<file path="src/rtl/register_pkg.sv">
// Shared constants and types for the register reader slice.
package register_pkg;

  localparam int DATA_WIDTH = 8;

  typedef enum logic [1:0] {
    IDLE   = 2'd0,
    SINGLE = 2'd1,
    DUMP   = 2'd2
  } reader_state_e;

  function automatic logic even_parity(input logic [DATA_WIDTH-1:0] dat);
    return ^dat;
  endfunction

endpackage

</file>
<file path="src/rtl/register_storage.sv">
// NumRegs x DATA_WIDTH register array: synchronous write, combinational read, 0 latency.
// No backpressure; reset clears every entry and drops a coincident write.
module register_storage
  import register_pkg::*;
#(
  parameter int NumRegs    = 16,
  parameter int IndexWidth = $clog2(NumRegs)
) (
  input  logic                  clk,
  input  logic                  rstN,
  input  logic                  wr_en_i,
  input  logic [IndexWidth-1:0] wr_addr_i,
  input  logic [DATA_WIDTH-1:0] wr_dat_i,
  input  logic [IndexWidth-1:0] rd_addr_i,
  output logic [DATA_WIDTH-1:0] rd_dat_o
);

  logic [DATA_WIDTH-1:0] regs_q [NumRegs];

  always_ff @(posedge clk) begin
    if (!rstN) begin
      for (int i = 0; i < NumRegs; i++) begin
        regs_q[i] <= '0;
      end
    end else if (wr_en_i && (int'(wr_addr_i) < NumRegs)) begin
      regs_q[wr_addr_i] <= wr_dat_i;
    end
  end

  // Indices past the array (non power-of-two NumRegs) read as zero.
  assign rd_dat_o = (int'(rd_addr_i) < NumRegs) ? regs_q[rd_addr_i] : '0;

endmodule

</file>
<file path="src/rtl/register_reader.sv">
// Register file reader: single reads and full dumps as valid/ready beats, outValid 1 cycle after request.
// Beats hold while outReady is low; requests ignored while busy. REGISTER_READER_PARITY_EN adds outParity.
module register_reader
  import register_pkg::*;
#(
  parameter int NumRegs    = 16,
  parameter int IndexWidth = $clog2(NumRegs)
) (
  input  logic                  clk,
  input  logic                  rstN,
  input  logic                  writeEn,
  input  logic [IndexWidth-1:0] writeAddr,
  input  logic [DATA_WIDTH-1:0] writeData,
  input  logic                  readReq,
  input  logic [IndexWidth-1:0] readAddr,
  input  logic                  dumpReq,
  output logic                  outValid,
  input  logic                  outReady,
  output logic [DATA_WIDTH-1:0] outData,
  output logic [IndexWidth-1:0] outAddr,
  output logic                  outLast,
`ifdef REGISTER_READER_PARITY_EN
  output logic                  outParity,
`endif
  output logic                  busy
);

  localparam logic [IndexWidth-1:0] LastIdx = IndexWidth'(NumRegs - 1);

  reader_state_e         state_q, state_d;
  logic [IndexWidth-1:0] idx_q, idx_d, load_idx;
  logic                  out_vld_q, out_vld_d;
  logic                  out_last_q, out_last_d;
  logic [DATA_WIDTH-1:0] out_dat_q, out_dat_d;
  logic [DATA_WIDTH-1:0] rd_dat, load_dat;
  logic                  load, load_single, handshake;

  register_storage #(
    .NumRegs   (NumRegs),
    .IndexWidth(IndexWidth)
  ) u_storage (
    .clk      (clk),
    .rstN     (rstN),
    .wr_en_i  (writeEn),
    .wr_addr_i(writeAddr),
    .wr_dat_i (writeData),
    .rd_addr_i(load_idx),
    .rd_dat_o (rd_dat)
  );

  assign handshake = out_vld_q & outReady;

  always_comb begin
    state_d     = state_q;
    idx_d       = idx_q;
    out_vld_d   = out_vld_q;
    out_last_d  = out_last_q;
    load        = 1'b0;
    load_single = 1'b0;
    load_idx    = idx_q;

    unique case (state_q)
      IDLE: begin
        if (dumpReq) begin
          state_d  = DUMP;
          load     = 1'b1;
          load_idx = '0;
        end else if (readReq) begin
          state_d     = SINGLE;
          load        = 1'b1;
          load_single = 1'b1;
          load_idx    = readAddr;
        end
      end
      SINGLE: begin
        if (handshake) begin
          state_d   = IDLE;
          out_vld_d = 1'b0;
        end
      end
      DUMP: begin
        if (handshake) begin
          if (out_last_q) begin
            state_d   = IDLE;
            out_vld_d = 1'b0;
          end else begin
            load     = 1'b1;
            load_idx = idx_q + IndexWidth'(1);
          end
        end
      end
      default: begin
        state_d   = IDLE;
        out_vld_d = 1'b0;
      end
    endcase

    if (load) begin
      idx_d      = load_idx;
      out_vld_d  = 1'b1;
      out_last_d = load_single | (load_idx == LastIdx);
    end
  end

  // A write landing on the index being loaded this edge is forwarded into the beat.
  assign load_dat  = (writeEn && (writeAddr == load_idx)) ? writeData : rd_dat;
  assign out_dat_d = load ? load_dat : out_dat_q;

  always_ff @(posedge clk) begin
    if (!rstN) begin
      state_q    <= IDLE;
      idx_q      <= '0;
      out_vld_q  <= 1'b0;
      out_last_q <= 1'b0;
      out_dat_q  <= '0;
    end else begin
      state_q    <= state_d;
      idx_q      <= idx_d;
      out_vld_q  <= out_vld_d;
      out_last_q <= out_last_d;
      out_dat_q  <= out_dat_d;
    end
  end

`ifdef REGISTER_READER_PARITY_EN
  logic out_par_q, out_par_d;

  assign out_par_d = load ? even_parity(load_dat) : out_par_q;

  always_ff @(posedge clk) begin
    if (!rstN) begin
      out_par_q <= 1'b0;
    end else begin
      out_par_q <= out_par_d;
    end
  end

  assign outParity = out_par_q;
`endif

  assign outValid = out_vld_q;
  assign outData  = out_dat_q;
  assign outAddr  = idx_q;
  assign outLast  = out_last_q;
  assign busy     = (state_q != IDLE);

endmodule

</file>
<file path="config.mk">
export PLATFORM = sky130hd
export DESIGN_NAME = register_reader
export DESIGN_NICKNAME = d
export VERILOG_FILES = /design/src/rtl/register_pkg.sv /design/src/rtl/register_storage.sv /design/src/rtl/register_reader.sv
export SDC_FILE = /design/constraint.sdc
export NUM_CORES = 1
export LEC_CHECK = 0
export ABC_AREA = 1
export CAP_MARGIN = 5
export CORE_MARGIN = 5
export CORE_UTILIZATION = 50
export DETAILED_ROUTE_END_ITERATION = 8
export PLACE_DENSITY = 0.71
export SETUP_SLACK_MARGIN = 0.4
export SLEW_MARGIN = 20
export SYNTH_ARGS = -nofsm -noshare
export SYNTH_HDL_FRONTEND = slang
export SYNTH_SLANG_ARGS = --single-unit
</file>
<file path="constraint.sdc">
create_clock -name clk -period 2.4 [get_ports clk]
set_clock_uncertainty 0.15 [all_clocks]
set_input_delay 0.36 -clock clk [delete_from_list [all_inputs] [get_ports clk]]
set_output_delay 0.36 -clock clk [all_outputs]
set_load 0.01 [all_outputs]
</file>
# --- Word level (Yosys, flattened, before mapping) ---
# Memory sizes are Yosys's and may differ from the RTL's. A register that Yosys moved wholly into a read port is not among the register bits.
# Index checks and enable logic that the tools add are counted.
classes:
  addsub: 1
  eq_ne: 11
  muxes: 30
  n_bitwise: 2
  n_reduce_logical: 6
ops:
  columns: ["cell", "count"]
  rows:
  - ["$mux W4", 5]
  - ["$mux W1", 15]
  - ["$ne A3 B3 Y1 const B", 4]
  - ["$mux W2", 5]
  - ["$mux W8", 1]
  - ["$ne A2 B2 Y1 const B", 4]
  - ["$pmux W4 S2", 1]
  - ["$reduce_and A4 Y1", 2]
  - ["$reduce_or A8 Y1", 1]
  - ["$pmux W2 S3", 1]
  - ["$add A4 B1 Y4 const B", 1]
  - ["$eq A4 B4 Y1 const B", 1]
  - ["$pmux W1 S3", 1]
  - ["$eq A2 B1 Y1 const B", 1]
  - ["$eq A2 B2 Y1 const B", 1]
  - ["$logic_not A2 Y1", 1]
  - ["$pmux W1 S2", 1]
  - ["$reduce_bool A2 Y1", 1]
  - ["$and A1 B1 Y1", 1]
  - ["$logic_not A1 Y1", 1]
  - ["$or A1 B1 Y1", 1]
totals:
  regBits: 8
  mem_bits_rw: 128
  in_bits: 22
  out_inout_bits: 15
  word_cells: 55
  n_memories: 1
mem_list:
  columns: ["memory", "words", "width", "read_ports", "rd_ports_with_merged_regs", "write_ports", "line_no", "rtl"]
  rows:
  - ["u_storage.regs_q", 16, 8, 1, 1, 16, "register_storage.sv:18", "logic [DATA_WIDTH-1:0] regs_q [NumRegs];"]

# --- Longest topological paths before layout ---
# Gate-level depths: netlist of run 1.
depth:
  word_depth: 6
  depth_mapped: 15
  ltp_nobuf: 14

# --- Modules after synthesis ---
# Synthesis of run 1 repeated with hierarchy kept, for this count alone.
unflattened:
  hier_cells: 885
  hier_area_um2: 7410.9
modules_own_cells:
  columns: ["module", "n_inst", "cells_per_inst", "area_each_um2"]
  rows:
  - ["register_storage", 1, 708, 6248.5]
  - ["register_reader", 1, 177, 1162.4]

# --- Worst setup path before layout of run 1 ---
# OpenSTA, ideal clock, no wires.
synth_path:
  path_kind: "input -> register"
  start: "in rstN"
  end: "mem u_storage.regs_q[2][0], enable pin"
  t_arrival_ps: 1439
  required_ps: 1921
  setup_slack_ps: 482
  stages: 5
  path_buffers: 1
  cell_sequence: "clkbuf_1 nand2_1 nor3_1 nand2_1 nand2_1"
synth_lines:
  columns: ["element", "line_no", "rtl"]
  rows:
  - ["start, declared", "register_reader.sv:10", "input logic rstN,"]
  - ["end, declared", "register_storage.sv:18", null]

# --- Worst setup path after layout of run 1 ---
layout_path:
  start: "reg state_q[0]"
  end: "reg out_dat_q[0] (netlist: outData[0]), read port of u_storage.regs_q"
layout_between:
  elab_chain_len: 2
  word_cells_on_any_way: 4
  classes_between: "1 x eq/ne; 2 x mux; 1 x reduce/logical"
layout_rtl:
  columns: ["element", "line_no", "rtl"]
  rows:
  - ["start, declared", "register_reader.sv:30", "reader_state_e state_q, state_d;"]
  - ["start signal, assigned", "register_reader.sv:117", "state_q <= state_d;"]
  - ["$eq A2 B2 Y1 / $logic_not A2 Y1 (equally long branches)", "register_reader.sv:62", "unique case (state_q)"]
  - ["$pmux W4 S2 / $pmux W1 S2 (equally long branches)", "register_reader.sv:62", null]
  - ["end, declared", "register_reader.sv:34", "logic [DATA_WIDTH-1:0] out_dat_q, out_dat_d;"]
# Several ways; a longest one is shown, not always the timed one.
# A chain may end at the register's enable or synchronous reset.

==> results.env, run 1 <==
RUN_STATUS='completed'
WORST_EP_REQUIRED_TIME_NS=2.57
POST_ROUTE_CELLS_DRIVE_ABOVE_1_SHARE_PCT=25.2
PLACEMENTROWS=44
STARTING_DENSITY_OF_THE_CORE_PCT=51.0
VIA_PER_INST=5.79
FINALHOLDWORSTSLACK_NS=0.388
CTS.HOLD.BUFFERS_ADDED=0
GRT_SETUP_UNREPAIRED='true'
WORST-ENDPOINT-ARRIVAL_NS=2.29
CTSHTREEMAXLEVEL=4
CHIPWIDTH_UM=132
POST_SYNTH_FA_HA_MAJ_AREA_FRACTION_PCT=0.168
TOTAL_LEAKAGE_POWER_nW=4.44
POST_SYNTH_INST_COUNT=856
AVGROUTEDWIREPERCELL_UM=21.0
YOSYS.CELL_TYPES.COUNT=30
SYNTH_COMPOUND_AREA_SHARE_PCT=2.13
WIRE_LENGTH_OF_THE_FIRST_GLOBAL_ROUTING_PASS_UM=35400
SYN2LAYOUT_AREA_GROWTH_PCT=33.7
ANTENNA_CELLS_INSERTED=0
STARTPOINT_TYPE='flop'
HP-CLASS='in -> reg'
DRV.MAX_CAP_VIOLATION_COUNT=0
CRITICAL_PATH_PEAK_FANOUT=8
YOSYS_WARNINGS=0
GRT_MAX_DEGREE=33
SYNTHXORXNORAREAFRAC_PCT=0.118
PEAKVDDDROP_mV=0.609
CTS_TREE='yes'
CLKSINKCOUNT=144
TIMING.SLEW.HEADROOM_PCT=65.4
SUM_OF_ROUTED_WIRE_LENGTH_OVER_ALL_LAYERS_UM=24300
CLK-INSERTION-DELAY-LATE_NS=0.43
PWR_DENSITY_CELL_mW_PER_MM2=884
DRTPASS1ITERATIONS=6
NUM_IO_PINS=37
NUMBER_OF_ANTENNA_VIOLATIONS_AT_THE_FIRST_CHECK_IN_GLOBAL_ROUTING=0
NETLIST.AREA_LEADER.SHARE_PCT=51.6
POST-ROUTE-DRC-COUNT=0
SYNTHDOMINANTAREACELLTYPE='sky130_fd_sc_hd__edfxtp_1'
CLOCKBUFFERDEPTH=2
DIE-AREA_MM2=0.0174
POSTSYNTHAREAPERCELL_UM2=8.70
CRITICALPATHCATEGORY='reg -> reg'
SYNTHMUXAREASHARE_PCT=0
SYN-CELL-AREA_MM2=0.00745
MAX_SLEW.WORST_PIN.SLEW_NS=0.517
OVERALL_VIA_COUNT_FROM_DETAIL_ROUTE=6704
WORSTSETUPENDPOINTTYPE='flop'
SYNTH_FF_TYPE='sky130_fd_sc_hd__edfxtp_1'
SYNTH-ASYNC-RESET-RATIO_PCT=0
GRT_OVERFLOW=0
TRITONCTS_BUFFERS=17
MAX_FREQ_MHz=472
SETUP_TOTAL_NEGATIVE_SLACK_NS=0
FINALCOREUTILIZATION_PCT=68.2
COMBINATIONAL_FAMILY_WITH_THE_MOST_AREA_AFTER_SYNTHESIS='simple AND/OR/NAND/NOR gates'
DETAILED_PLACE_HPWL_UM=13800
SLEW_VIOL_FINAL=0
FLOORPLAN.DIE.HEIGHT_UM=132
PERIOD_SHARE_PCT=88.3
SYNTH-SEQ-AREA-SHARE_PCT=55.9
SYNTH_SIMPLE_GATE_AREA_SHARE_PCT=31.6
DESIGN.FINAL.NETS=984
CORE_REGION_AREA_MM2=0.0146
WORST_SETUP_HOLD_PATH_CLK_SLEW_NS=0.06
POWER_mW=8.80
ANT_NETS=0
FIRST_GLOBAL_VIAS=6518
FINAL-SETUP-VIOL-COUNT=0
DETAIL_ROUTE.ITER0.VIOLATIONS=929
COUNT_OF_FLIP_FLOPS_WITH_A_BUILT_IN_ENABLE_AFTER_SYNTHESIS=128
SYNTH_FP_NETS=879
GRT.TOTAL_USAGE_PCT=26.6
NETLIST_TOP_CELLS_AREA='sky130_fd_sc_hd__edfxtp_1 (52%), sky130_fd_sc_hd__nand3_1 (10%), sky130_fd_sc_hd__nand2_1 (7.8%)'
CTSROOTBUFFERMASTER='sky130_fd_sc_hd__clkbuf_16'
PLACE.GP.CONGESTION=0.942
FINALCRITICALPERIOD_NS=2.12
TIMING.FINAL.HOLD_VIOLATIONS=0
PORTBUFFERS=36
SYNTH-SEQ-CELLS=144
YOSYS-TOP-CELLS-COUNT='sky130_fd_sc_hd__nand2_1 (155), sky130_fd_sc_hd__nand3_1 (155), sky130_fd_sc_hd__nor2_1 (135)'
==> logic make-up (layout without fill, tap and decap cells) <==
group	Yosys count	after routing
xor gates and xnor gates	1	1
adders and majority gates	1	1
and+or+nand+nor	508	509
DFF	144	144
AOI/OAI and AO/OA	25	25
buffers and inverters	177	294
==> per-layer routing <==
layer | up-vias | track usage, % | share of wire, %
met3 | 133 | 7.14 | 10
met1 | 3144 | 31.2 | 36
met5 | - | 0 | 0
met4 | 0 | 16.7 | 6.5
met2 | 410 | 43.1 | 48
li1 | 3017 | - | -
==> registers in the layout, summed over array words and instances (netlist names) <==
| register | cells |
|---|---|
| outAddr | 4 |
| outData | 8 |
| u_storage.regs_q | 128 |
| state_q | 2 |
| outLast | 1 |
| outValid | 1 |
==> power breakdown <==
part | internal [mW] | switching [mW]
logic | 1.34 | 1.88
registers | 2.92 | 0.100
clock network | 1.52 | 1.04
==> stage by stage <==
step | area [µm²] | setup slack, ns | cells
global route | 9950 | 0.173 | 1158
CTS | 9430 | 0.371 | 1150
global placement | 8410 | -0.146 | 1098
detailed placement | 8410 | -0.159 | 1098
floorplan | 7450 | 0.482 | 856
finish | 9950 | 0.280 | 1158
==> worst paths after layout <==
kind                            startpoint          to  slack [ns]  cells past startpoint
worst max-delay path            state_q[0]  outData[0]        0.28                     15
worst min-delay path               dumpReq  state_q[1]        0.39                      4
worst max register to register  state_q[0]  outData[0]        0.28                     15
worst min register to register  outData[3]  outData[3]        0.45                      2
==> cell usage in the layout, fill, tap and decap left out, types with 3 or more instances in the layout <==
cell type	synthesis	layout
sky130_fd_sc_hd__a21oi_1	3	3
sky130_fd_sc_hd__a21oi_2	8	8
sky130_fd_sc_hd__buf_12	0	16
sky130_fd_sc_hd__buf_16	0	7
sky130_fd_sc_hd__buf_4	1	60
sky130_fd_sc_hd__buf_6	8	4
sky130_fd_sc_hd__clkbuf_16	0	21
sky130_fd_sc_hd__clkdlybuf4s50_1	0	32
sky130_fd_sc_hd__clkinv_2	0	5
sky130_fd_sc_hd__clkinv_4	0	5
sky130_fd_sc_hd__dfxtp_1	16	11
sky130_fd_sc_hd__dfxtp_4	0	3
sky130_fd_sc_hd__dlygate4sd2_1	0	3
sky130_fd_sc_hd__edfxtp_1	128	128
sky130_fd_sc_hd__inv_1	128	126
sky130_fd_sc_hd__inv_2	5	4
sky130_fd_sc_hd__nand2_1	155	132
sky130_fd_sc_hd__nand2_2	2	19
sky130_fd_sc_hd__nand2_4	2	7
sky130_fd_sc_hd__nand3_1	155	92
sky130_fd_sc_hd__nand3_2	4	64
sky130_fd_sc_hd__nand3_4	1	4
sky130_fd_sc_hd__nand3b_1	33	33
sky130_fd_sc_hd__nand4_1	11	11
sky130_fd_sc_hd__nor2_1	135	135
sky130_fd_sc_hd__nor2_4	4	4
sky130_fd_sc_hd__nor3_1	4	4
sky130_fd_sc_hd__o21ai_0	11	11
==> layout make-up <==
cell class	count	area (µm²)
Multi-Input combinational cell	536	2990
Inverter	135	520
Clock inverter	14	143
Sequential cell	144	4180
Tap cell	184	230
Fill cell	1034	4630
Clock buffer	18	429
Timing Repair Buffer	127	1470
==> worst max-delay path, cell delays in order, from the launching register on <==
cell	delay [ns]
sky130_fd_sc_hd__dfxtp_4	0.37
sky130_fd_sc_hd__nor2_4	0.13
sky130_fd_sc_hd__buf_6	0.11
sky130_fd_sc_hd__nand3_2	0.06
sky130_fd_sc_hd__nand2_2	0.10
sky130_fd_sc_hd__clkinv_4	0.11
sky130_fd_sc_hd__nand2_8	0.15
sky130_fd_sc_hd__buf_12	0.14
sky130_fd_sc_hd__clkbuf_16	0.15
sky130_fd_sc_hd__nand2_1	0.07
sky130_fd_sc_hd__nand3_2	0.11
sky130_fd_sc_hd__nand3_2	0.09
sky130_fd_sc_hd__nand3_2	0.08
sky130_fd_sc_hd__nand2_1	0.06
sky130_fd_sc_hd__nand2_1	0.06
sky130_fd_sc_hd__a21oi_2	0.05
==> what timing repair did <==
action,4_1_cts,5_1_grt
resized for setup,36,92
pin swaps,7,49
buffers inserted,12,3
endpoints found under the setup margin,10,33
gates cloned,8,5
No activity file was read; power rests on OpenSTA's default activity.
==> inputs of run 2 (changes only) <==
--- a/config.mk
+++ b/config.mk
@@ -6,7 +6,7 @@
 export NUM_CORES = 1
 export LEC_CHECK = 0
 export ABC_AREA = 1
-export CAP_MARGIN = 5
+export CAP_MARGIN = 30
 export CORE_MARGIN = 5
 export CORE_UTILIZATION = 50
 export DETAILED_ROUTE_END_ITERATION = 8
==> results of run 2 <==
Final layout, timing and power as in run 1 (identical DEF).
